### src/rtl/cos_job_scheduler.sv
// cos_job_scheduler
//   Shares one cosine core (8.8 angle in, 8.8 cos out) between NREQ
//   requesters. Jobs are accepted with per-requester valid/ready handshakes,
//   arbitrated round-robin, issued to the core with a single-cycle start
//   pulse, and completed on core_done or on timeout. The result is returned
//   to the granted requester as a one-cycle rsp_valid pulse.
//
// Ports
//   clk, rst          rising-edge clock; synchronous active-high reset
//   req_valid[N]      requester i has a job pending
//   req_ready[N]      one-hot grant, asserted in IDLE only
//   req_x[16N]        8.8 angle per requester (bits 16i+15:16i)
//   req_y[8N]         core configuration byte per requester (bits 8i+7:8i)
//   rsp_valid[N]      one-hot, one-cycle result pulse
//   rsp_data[16]      cos result (0 on timeout), held until the next response
//   rsp_err           1 when the job timed out
//   core_start        one-cycle start pulse to the core
//   core_x, core_y    latched job operands, stable from ISSUE through WAIT
//   core_done         core result valid; only observed in WAIT
//   core_cosx         core result
//   busy              1 in every state except IDLE
module cos_job_scheduler #(
  parameter int unsigned NREQ    = 2,
  parameter int unsigned TIMEOUT = 64
) (
  input  logic                clk,
  input  logic                rst,
  input  logic [NREQ-1:0]     req_valid,
  output logic [NREQ-1:0]     req_ready,
  input  logic [16*NREQ-1:0]  req_x,
  input  logic [8*NREQ-1:0]   req_y,
  output logic [NREQ-1:0]     rsp_valid,
  output logic [15:0]         rsp_data,
  output logic                rsp_err,
  output logic                core_start,
  output logic [15:0]         core_x,
  output logic [7:0]          core_y,
  input  logic                core_done,
  input  logic [15:0]         core_cosx,
  output logic                busy
);

  localparam int unsigned IW = (NREQ > 1) ? $clog2(NREQ) : 1;

  typedef enum logic [1:0] {
    S_IDLE  = 2'd0,
    S_ISSUE = 2'd1,
    S_WAIT  = 2'd2,
    S_RESP  = 2'd3
  } state_t;

  state_t          state_q, state_d;
  logic [7:0]      timer_q, timer_d;
  logic [IW-1:0]   last_q, last_d;
  logic [IW-1:0]   grant_q, grant_d;
  logic [15:0]     x_q, x_d;
  logic [7:0]      y_q, y_d;
  logic [15:0]     data_q, data_d;
  logic            err_q, err_d;

  // Round-robin search
  logic            gnt_found;
  logic [IW-1:0]   gnt_idx;
  logic [NREQ-1:0] shifted;
  int unsigned     cand;

  logic [7:0]      timer_inc;
  logic            timeout_hit;

  // Search starts one past the last served requester and wraps around.
  always_comb begin
    gnt_found = 1'b0;
    gnt_idx   = '0;
    shifted   = '0;
    cand      = 0;
    for (int unsigned k = 1; k <= NREQ; k++) begin
      cand    = (32'(last_q) + k) % NREQ;
      shifted = req_valid >> cand;
      if (!gnt_found && shifted[0]) begin
        gnt_found = 1'b1;
        gnt_idx   = IW'(cand);
      end
    end
  end

  // timer_q counts WAIT cycles already completed; the compare uses the count
  // including the current cycle so a job is aborted after TIMEOUT-1 WAIT
  // cycles, i.e. the response lands TIMEOUT cycles after core_start.
  assign timer_inc   = timer_q + 8'd1;
  assign timeout_hit = (timer_inc == 8'(TIMEOUT - 1));

  // State register
  always_ff @(posedge clk) begin
    if (rst) begin
      state_q <= S_IDLE;
    end else begin
      state_q <= state_d;
    end
  end

  // Next-state logic
  always_comb begin
    state_d = state_q;
    unique case (state_q)
      S_IDLE:  if (gnt_found) state_d = S_ISSUE;
      S_ISSUE: state_d = S_WAIT;
      S_WAIT:  if (core_done || timeout_hit) state_d = S_RESP;
      S_RESP:  state_d = S_IDLE;
      default: state_d = S_IDLE;
    endcase
  end

  // Output logic; strobes are masked during reset so an aborted job never
  // produces a start or response pulse in the reset cycle.
  always_comb begin
    req_ready  = '0;
    rsp_valid  = '0;
    core_start = 1'b0;
    if (!rst) begin
      if (state_q == S_IDLE && gnt_found) req_ready = NREQ'(1) << gnt_idx;
      if (state_q == S_RESP)              rsp_valid = NREQ'(1) << grant_q;
      core_start = (state_q == S_ISSUE);
    end
  end

  assign busy     = (state_q != S_IDLE);
  assign core_x   = x_q;
  assign core_y   = y_q;
  assign rsp_data = data_q;
  assign rsp_err  = err_q;

  // Datapath next-state
  always_comb begin
    timer_d = timer_q;
    last_d  = last_q;
    grant_d = grant_q;
    x_d     = x_q;
    y_d     = y_q;
    data_d  = data_q;
    err_d   = err_q;
    unique case (state_q)
      S_IDLE: begin
        if (gnt_found) begin
          grant_d = gnt_idx;
          x_d     = req_x[32'(gnt_idx) * 16 +: 16];
          y_d     = req_y[32'(gnt_idx) * 8 +: 8];
        end
      end
      S_ISSUE: timer_d = '0;
      S_WAIT: begin
        timer_d = timer_inc;
        // done takes priority over a simultaneous timeout
        if (core_done) begin
          data_d = core_cosx;
          err_d  = 1'b0;
        end else if (timeout_hit) begin
          data_d = '0;
          err_d  = 1'b1;
        end
      end
      S_RESP:  last_d = grant_q;
      default: ;
    endcase
  end

  // Datapath registers
  always_ff @(posedge clk) begin
    if (rst) begin
      timer_q <= '0;
      last_q  <= IW'(NREQ - 1);
      grant_q <= '0;
      x_q     <= '0;
      y_q     <= '0;
      data_q  <= '0;
      err_q   <= 1'b0;
    end else begin
      timer_q <= timer_d;
      last_q  <= last_d;
      grant_q <= grant_d;
      x_q     <= x_d;
      y_q     <= y_d;
      data_q  <= data_d;
      err_q   <= err_d;
    end
  end

endmodule
### config.mk
export PLATFORM = sky130hd
export DESIGN_NAME = cos_job_scheduler
export DESIGN_NICKNAME = d
export VERILOG_FILES = /design/src/rtl/cos_job_scheduler.sv
export SDC_FILE = /design/constraint.sdc
export NUM_CORES = 1
export LEC_CHECK = 0
export ABC_CLOCK_PERIOD_IN_PS = 2300
export CAP_MARGIN = 30
export CORE_UTILIZATION = 41
export DETAILED_ROUTE_END_ITERATION = 8
export PLACE_DENSITY_LB_ADDON = 0.2
export SYNTH_ARGS = -nofsm -noshare
export SYNTH_HDL_FRONTEND = slang
export SYNTH_SLANG_ARGS = --single-unit
export TNS_END_PERCENT = 20
### constraint.sdc
create_clock -name clk -period 2.3 [get_ports clk]
set_input_delay 0.345 -clock clk [delete_from_list [all_inputs] [get_ports clk]]
set_output_delay 0.345 -clock clk [all_outputs]
set_load 0.05 [all_outputs]
# Word level (Yosys, flattened, before mapping)
# Cells that the tools add are included.
# word_totals
reg_bits,53
latch_bits,0
ram_bits,0
rom_bits,0
output_inout_bits,47
memories,0
# op_classes
n_addsub,3
mul,0
div_mod_pow,0
n_lt_le_gt_ge,0
eq_ne,6
shift,6
mux,17
bitwise,0
reduce_logical,11
# ops
cell,count
$mux 16,2
$shiftx 32x6->16,1
$pmux 8 s2,1
$shiftx 16x5->8,1
$mux 2,6
$add 8x1->8 const B,1
$eq 8x6->1 const B,1
$pmux 2 s4,1
$mux 1,7
$reduce_and 2->1,3
$reduce_bool 2->1,3
$eq 2x2->1 const B,2
$ne 2x2->1 const B,2
$shl 1x1->2 const A,2
$shr 2x1->1,2
$add 1x1->1 const B,2
$eq 2x1->1 const B,1
$logic_and 1x1->1,2
$logic_not 2->1,1
$logic_not 1->1,1
$logic_or 1x1->1,1

# Depth between registers and ports, before layout
# Gate-level depths: netlist of the first run.
# logic_depth
ltp_word,9
ltp_mapped,8
depth_no_buf,7

# Least setup slack after synthesis of the first run
# OpenSTA, ideal clock, no wires.
# synth_path
kind,input-to-output
from,input rst
to,output rsp_valid[0]
arrival_ns,1.867
required_time_ns,1.955
setup_slack_ns,0.088
path_stages,3
n_path_buf,2
cell_sequence,buf_2 buf_1 nor3b_1
# synth_between
elab_chain_cells,1
# synth_rtl
item,line,rtl
start: declaration,27,"input logic rst,"
$mux 2,119,if (!rst) begin
end: declaration,32,"output logic [NREQ-1:0] rsp_valid,"
# Every way passes these cells.

# Worst setup path after layout of the first run
# layout_path
from,register state_q[0]
to,output req_ready[0]
# layout_between
elab_chain_cells,4
# layout_rtl
item,line,rtl
start: declaration,52,"state_t state_q, state_d;"
start signal: assignment,97,state_q <= state_d;
$logic_not 2->1,120,if (state_q == S_IDLE && gnt_found) req_ready = NREQ'(1) << gnt_idx;
$logic_and 1x1->1,120,
$mux 2,120,
$mux 2,119,
end: declaration,29,"output logic [NREQ-1:0] req_ready,"
# Every way passes these cells.

==> results of run 1 <==
==> worst max path at each step <==
stage	cells after the start	slack [ns]	end	start
CTS	4	0.003	busy	state_q[0]
global placement	4	0.21	rsp_data[6]	rst
global route	6	0.05	req_ready[0]	state_q[0]
floorplan	3	0.09	rsp_valid[0]	rst
finish	6	0.25	req_ready[0]	state_q[0]
detailed placement	4	0.17	rsp_data[6]	rst
==> critical path: stages, from the launching register on <==
cell and delay, ns:
dfxtp_1 0.35, inv_1 0.09, ha_1 0.21, nor2b_1 0.19
nand2_1 0.09, a21oi_2 0.30, buf_12 0.19
==> cell usage after synthesis (2+ instances only) <==
| master | instances |
|---|---|
| o21a_1 | 2 |
| dfxtp_1 | 53 |
| o41ai_2 | 9 |
| clkbuf_1 | 12 |
| o41ai_1 | 6 |
| ha_1 | 6 |
| mux2i_1 | 2 |
| nor4_1 | 2 |
| a222oi_1 | 24 |
| nand3_1 | 2 |
| buf_2 | 5 |
| inv_1 | 48 |
| nor3_1 | 5 |
| a21oi_1 | 10 |
| nor2_1 | 13 |
| a32oi_1 | 17 |
| nor2b_1 | 3 |
| nand2_1 | 19 |
| o21ai_0 | 5 |
==> where the power goes <==
part / leakage (nW) / total, mW / switching (mW) / internal [mW]
logic: 1.11 / 1.77 / 1.11 / 0.665
registers: 0.433 / 1.21 / 0.115 / 1.10
clock network: 0.0433 / 0.534 / 0.295 / 0.239
==> registers in the layout, summed over array words and instances (netlist names) <==
register,count
state_q,2
rsp_err,1
rsp_data,16
core_x,16
last_q,1
grant_q,1
timer_q,8
core_y,8
==> routing by layer <==
metal	up-vias	share of wire
li1	1190	-
met1	1155	0.45
met2	74	0.48
met3	6	0.052
met4	0	0.013
met5	-	0
==> stage by stage <==
stage                      util  instance area (sq um)  setup slack [ns]  total power, mW  instances
after global routing      0.679                   3810            0.0475             3.70        445
after detailed placement  0.663                   3720             0.172             3.01        438
after CTS                 0.679                   3810           0.00259             3.54        445
after global placement    0.663                   3720             0.206             2.98        438
final                     0.679                   3810             0.250             3.52        445
after floorplan               -                   2440            0.0884             2.36        260
==> logic make-up (layout without fill, tap and decap cells) <==
| family | Yosys count | after routing | synth area share |
|---|---|---|---|
| buf+inv | 67 | 180 | 0.109 |
| compound gates | 80 | 80 | 0.314 |
| fa+ha+maj | 6 | 6 | 0.0308 |
| flops | 53 | 53 | 0.435 |
| xor+xnor | 1 | 1 | 0.00359 |
| mux | 2 | 2 | 0.00820 |
| simple gates | 51 | 51 | 0.100 |
==> cell type report <==
type,count,area [sq um]
Clock inverter,1,7.51
Inverter,48,180
Clock buffer,6,82.6
Fill cell,474,1800
Tap cell,72,90.1
Sequential cell,53,1060
Multi-Input combinational cell,140,1120
Timing Repair Buffer,125,1270
==> what timing repair did <==
item | CTS | global route
endpoints found under the setup margin | 0 | 1
setup buffers | 0 | 0
resized for setup | 0 | 1
==> impl_metrics.toml, run 1 <==
[status]
status = "complete, no violations"

[global_routing]
grt_overflow = 0
met1_usage = 0.267
antenna_found_initial = 0
grt_max_degree = 26
grt-busiest-layer = "met2"
grt_pass1_wl_um = 11100
grt_pass1_vias = 2423
gr-usage-met2 = 0.385
grt_use_met3 = 0.0425
grt_util_all_layers = 0.221

[critical_path]
crit_required_ns = 1.96
worstSetupPathType = "reg -> out"
crit_fanout = 5
cp-start-kind = "register"
endpoint_kind = "primary output"
cp.arrival_ns = 1.70
r2r_end = "rsp_data[2]"
rr_worst_depth = 7
r2r-start = "timer_q[1]"
rrSetupSlack_ns = 0.39

[cells_and_area]
layout_common_cells = "clkdlybuf4s50_1 (109), dfxtp_1 (53), inv_1 (48), a222oi_1 (24), nand2_1 (19)"
fin_nets = 448
antennaDiodeCount = 0
drive_gt1_frac = 0.102
area_growth_pct = 56.1
final_common_cell = "clkdlybuf4s50_1"

[logic_synthesis]
yosysUniqueCellTypes = 36
ys_warn_count = 0
synthFlopType = "dfxtp_1"
synth-seq-area-share = 0.435
syn_area_sq_mm = 0.00244
synth_edf_count = 0
ys_async_sr_fraction = 0
ys_ff_latch = 53
synth.avg_cell_area_sq_um = 9.39
syn_inst = 260
synth_top_area_frac = 0.435
synth_area_leaders = "dfxtp_1 (43%), a222oi_1 (9.8%), inv_1 (7.4%)"
synthesis.nets = 335
synth_area_leader_cell = "dfxtp_1"

[clock_tree]
clk_latency_ns = 0.29
ctsHoldBuffers = 0
cts_tree = "yes"
cts_made_buffers = 5
cts_root_buf = "clkbuf_8"
clock-sinks = 53
htree_levels = 2
clk_pin_slew_ns = 0.09
clock_path_buffers = 2

[sta]
drv_slew = 0
fin_setup_tns_ns = 0
rsz0062_at_grt = "false"
post-route-period-util = 0.891
holdWs_ns = 0.470
fmax_mhz = 488
slew_headroom = 0.313
worstMarginPinSlew_ns = 1.03
fin_skew_ns = 0.00750
finalHoldViolCount = 0
finalCriticalPeriod_ns = 2.05
setup_violations = 0

[run]
drv_cap = 0

[pwr]
ir_worst_vdd_v = 0.000452
power_leakage_nw = 1.59
p_per_area_mw_per_mm2 = 924

[detailed_routing]
dr.first_iter.drc_count = 175
drtPass1Iterations = 5
wire_per_inst_um = 15.2
ant_nets = 0
vias = 2425
routed_via_density = 5.45
route.detailed.drc = 0
drt-total-wl_um = 6790

[floorplan]
die_w_um = 79.2
initial_core_util = 0.435
rows = 27
fp.dieArea_sq_mm = 0.00627
die_h_um = 79.2
io_pins = 116
core_region_area_sq_mm = 0.00561

[worst_hold_path]
hold-path-cell-count = 2
hp-start = "core_y[2]"
hold_path.class = "reg -> reg"
hold_end = "core_y[2]"

[placed_design]
routabilityCongestion = 0.743
numPortBuffers = 115
dp_hpwl_um = 4950
Power figures use the tool's default switching activity.
==> inputs of run 2 (changes only) <==
--- a/config.mk
+++ b/config.mk
@@ -9,7 +9,8 @@
 export CAP_MARGIN = 30
 export CORE_UTILIZATION = 41
 export DETAILED_ROUTE_END_ITERATION = 8
-export PLACE_DENSITY_LB_ADDON = 0.2
+export PLACE_DENSITY = 0.83
+export SETUP_SLACK_MARGIN = 0.15
 export SYNTH_ARGS = -nofsm -noshare
 export SYNTH_HDL_FRONTEND = slang
 export SYNTH_SLANG_ARGS = --single-unit
==> run 2 against run 1 <==
  * Maximum frequency fell by 3.1%
  * Critical endpoint is now req_ready[1]
  * Die area did not move
  * Final cell count rose by 0.90%
  * Sequential power barely moved
  * First-iteration DRC count rose by 11%
  * Count of clock-buffer cells in the layout rose by 1
  * Clock skew barely moved
==> impl_metrics.toml, run 2 (synthesized netlist as in run 1, its figures left out) <==
[cells_and_area]
area_growth_pct = 59.8
fin_nets = 451
nFillCells = 463
final_common_cell = "clkdlybuf4s50_1"
drive_gt1_frac = 0.119
layout_common_cells = "clkdlybuf4s50_1 (109), dfxtp_1 (53), inv_1 (48), a222oi_1 (24), nand2_1 (19)"
antennaDiodeCount = 0

[floorplan]
fp.dieArea_sq_mm = 0.00627
die_w_um = 79.2
io_pins = 116
die_h_um = 79.2
initial_core_util = 0.435
core_region_area_sq_mm = 0.00561
rows = 27

[critical_path]
crit_fanout = 13
cp-start-kind = "register"
rrSetupSlack_ns = 0.33
cp.arrival_ns = 1.77
r2r_end = "rsp_data[3]"
crit_required_ns = 1.96
endpoint_kind = "primary output"
rr_worst_depth = 7
r2r-start = "timer_q[1]"
worstSetupPathType = "reg -> out"

[detailed_routing]
routed_via_density = 5.61
ant_nets = 0
vias = 2517
drt-total-wl_um = 7530
dr.first_iter.drc_count = 194
wire_per_inst_um = 16.8
route.detailed.drc = 0
drtPass1Iterations = 5

[clock_tree]
cts_made_buffers = 5
clock_path_buffers = 2
cts_tree = "yes"
cts_root_buf = "clkbuf_8"
clk_pin_slew_ns = 0.09
clock-sinks = 53
htree_levels = 2
ctsHoldBuffers = 0
clk_latency_ns = 0.31

[pwr]
ir_worst_vdd_v = 0.000731
power_leakage_nw = 1.62
p_per_area_mw_per_mm2 = 934

[run]
drv_cap = 0

[global_routing]
grt_pass1_wl_um = 11500
grt_overflow = 0
grt_util_all_layers = 0.232
grt_max_degree = 27
grt_pass1_vias = 2334
antenna_found_initial = 0

[sta]
worstMarginPinSlew_ns = 0.903
fin_setup_tns_ns = 0
drv_slew = 0
post-route-period-util = 0.920
fin_skew_ns = 0.00744
finalHoldViolCount = 0
rsz0062_at_grt = "true"
fmax_mhz = 473
fin_ws_ns = 0.185
setup_violations = 0
finalCriticalPeriod_ns = 2.12
slew_headroom = 0.398

[placed_design]
dp_hpwl_um = 5320
dp_slack_ns = 0.140
routabilityCongestion = 0.827
numPortBuffers = 115

[worst_hold_path]
hp-start = "core_x[15]"
hold_end = "core_x[15]"
hold_path.class = "reg -> reg"
hold-path-cell-count = 2

[status]
status = "complete, no violations"
==> run 2: changes by cell type in the layout (fill, tap and decap cells not counted), sizes merged <==
cell	change
buf	+3
clkbuf	+2
inv	+1
clkinvlp	-1
dlymetal6s2s	-1
==> run 2: stage by stage <==
stage | hold WS [ns] | utilization | power [mW] | cells | area [sq um]
after floorplan | 0.445 | - | 2.36 | 260 | 2450
after global placement | 0.444 | 0.668 | 2.99 | 438 | 3740
after detailed placement | 0.456 | 0.668 | 3.03 | 438 | 3740
after CTS | 0.480 | 0.687 | 3.62 | 446 | 3850
after global routing | 0.502 | 0.695 | 3.81 | 449 | 3900
final | 0.477 | 0.695 | 3.64 | 449 | 3900
==> run 2: worst max-delay path: stages, from the launching register on <==
cell and delay (ns):
dfxtp_1 0.36, inv_1 0.11, ha_2 0.23, nor2b_1 0.17, nand2_1 0.11, a21oi_4 0.17, buf_12 0.17, buf_12 0.14
==> run 2: layout make-up <==
cell class | count | area [sq um] | share of cell area
well taps | 72 | 90.1 | 0.0231
multi-input cells | 140 | 1140 | 0.292
repair buffers | 128 | 1330 | 0.340
flip-flops and latches | 53 | 1060 | 0.272
clock inverters | 1 | 8.76 | 0.00225
inverters | 48 | 180 | 0.0462
clock buffers | 7 | 96.3 | 0.0247
==> run 2: routing by layer <==
metal	up-vias	track usage	routed length (um)
met3	21	0.0414	361
met2	89	0.399	3870
met4	0	0.0945	243
met1	1206	0.283	3050
met5	-	0	0
li1	1201	-	-
==> run 2: repair_timing <==
item	in CTS	in global routing
setup endpoints to repair	0	7
resized for setup	0	2
buffers inserted	0	1
==> run 2: power breakdown <==
group,leakage (nW),internal [mW],switching [mW]
Clock,0.0549,0.278,0.309
Combinational,1.13,0.698,1.13
Sequential,0.433,1.10,0.126
Total,1.62,2.08,1.57
==> run 2: how the worst max path moves through the flow <==
stage | start | endpoint | depth (start not counted)
finish | state_q[0] | req_ready[1] | 7
global route | state_q[1] | req_ready[0] | 7
CTS | state_q[0] | req_ready[1] | 7
detailed placement | rst | core_y[6] | 5
global placement | rst | rsp_data[6] | 4
floorplan | state_q[0] | req_ready[1] | 6
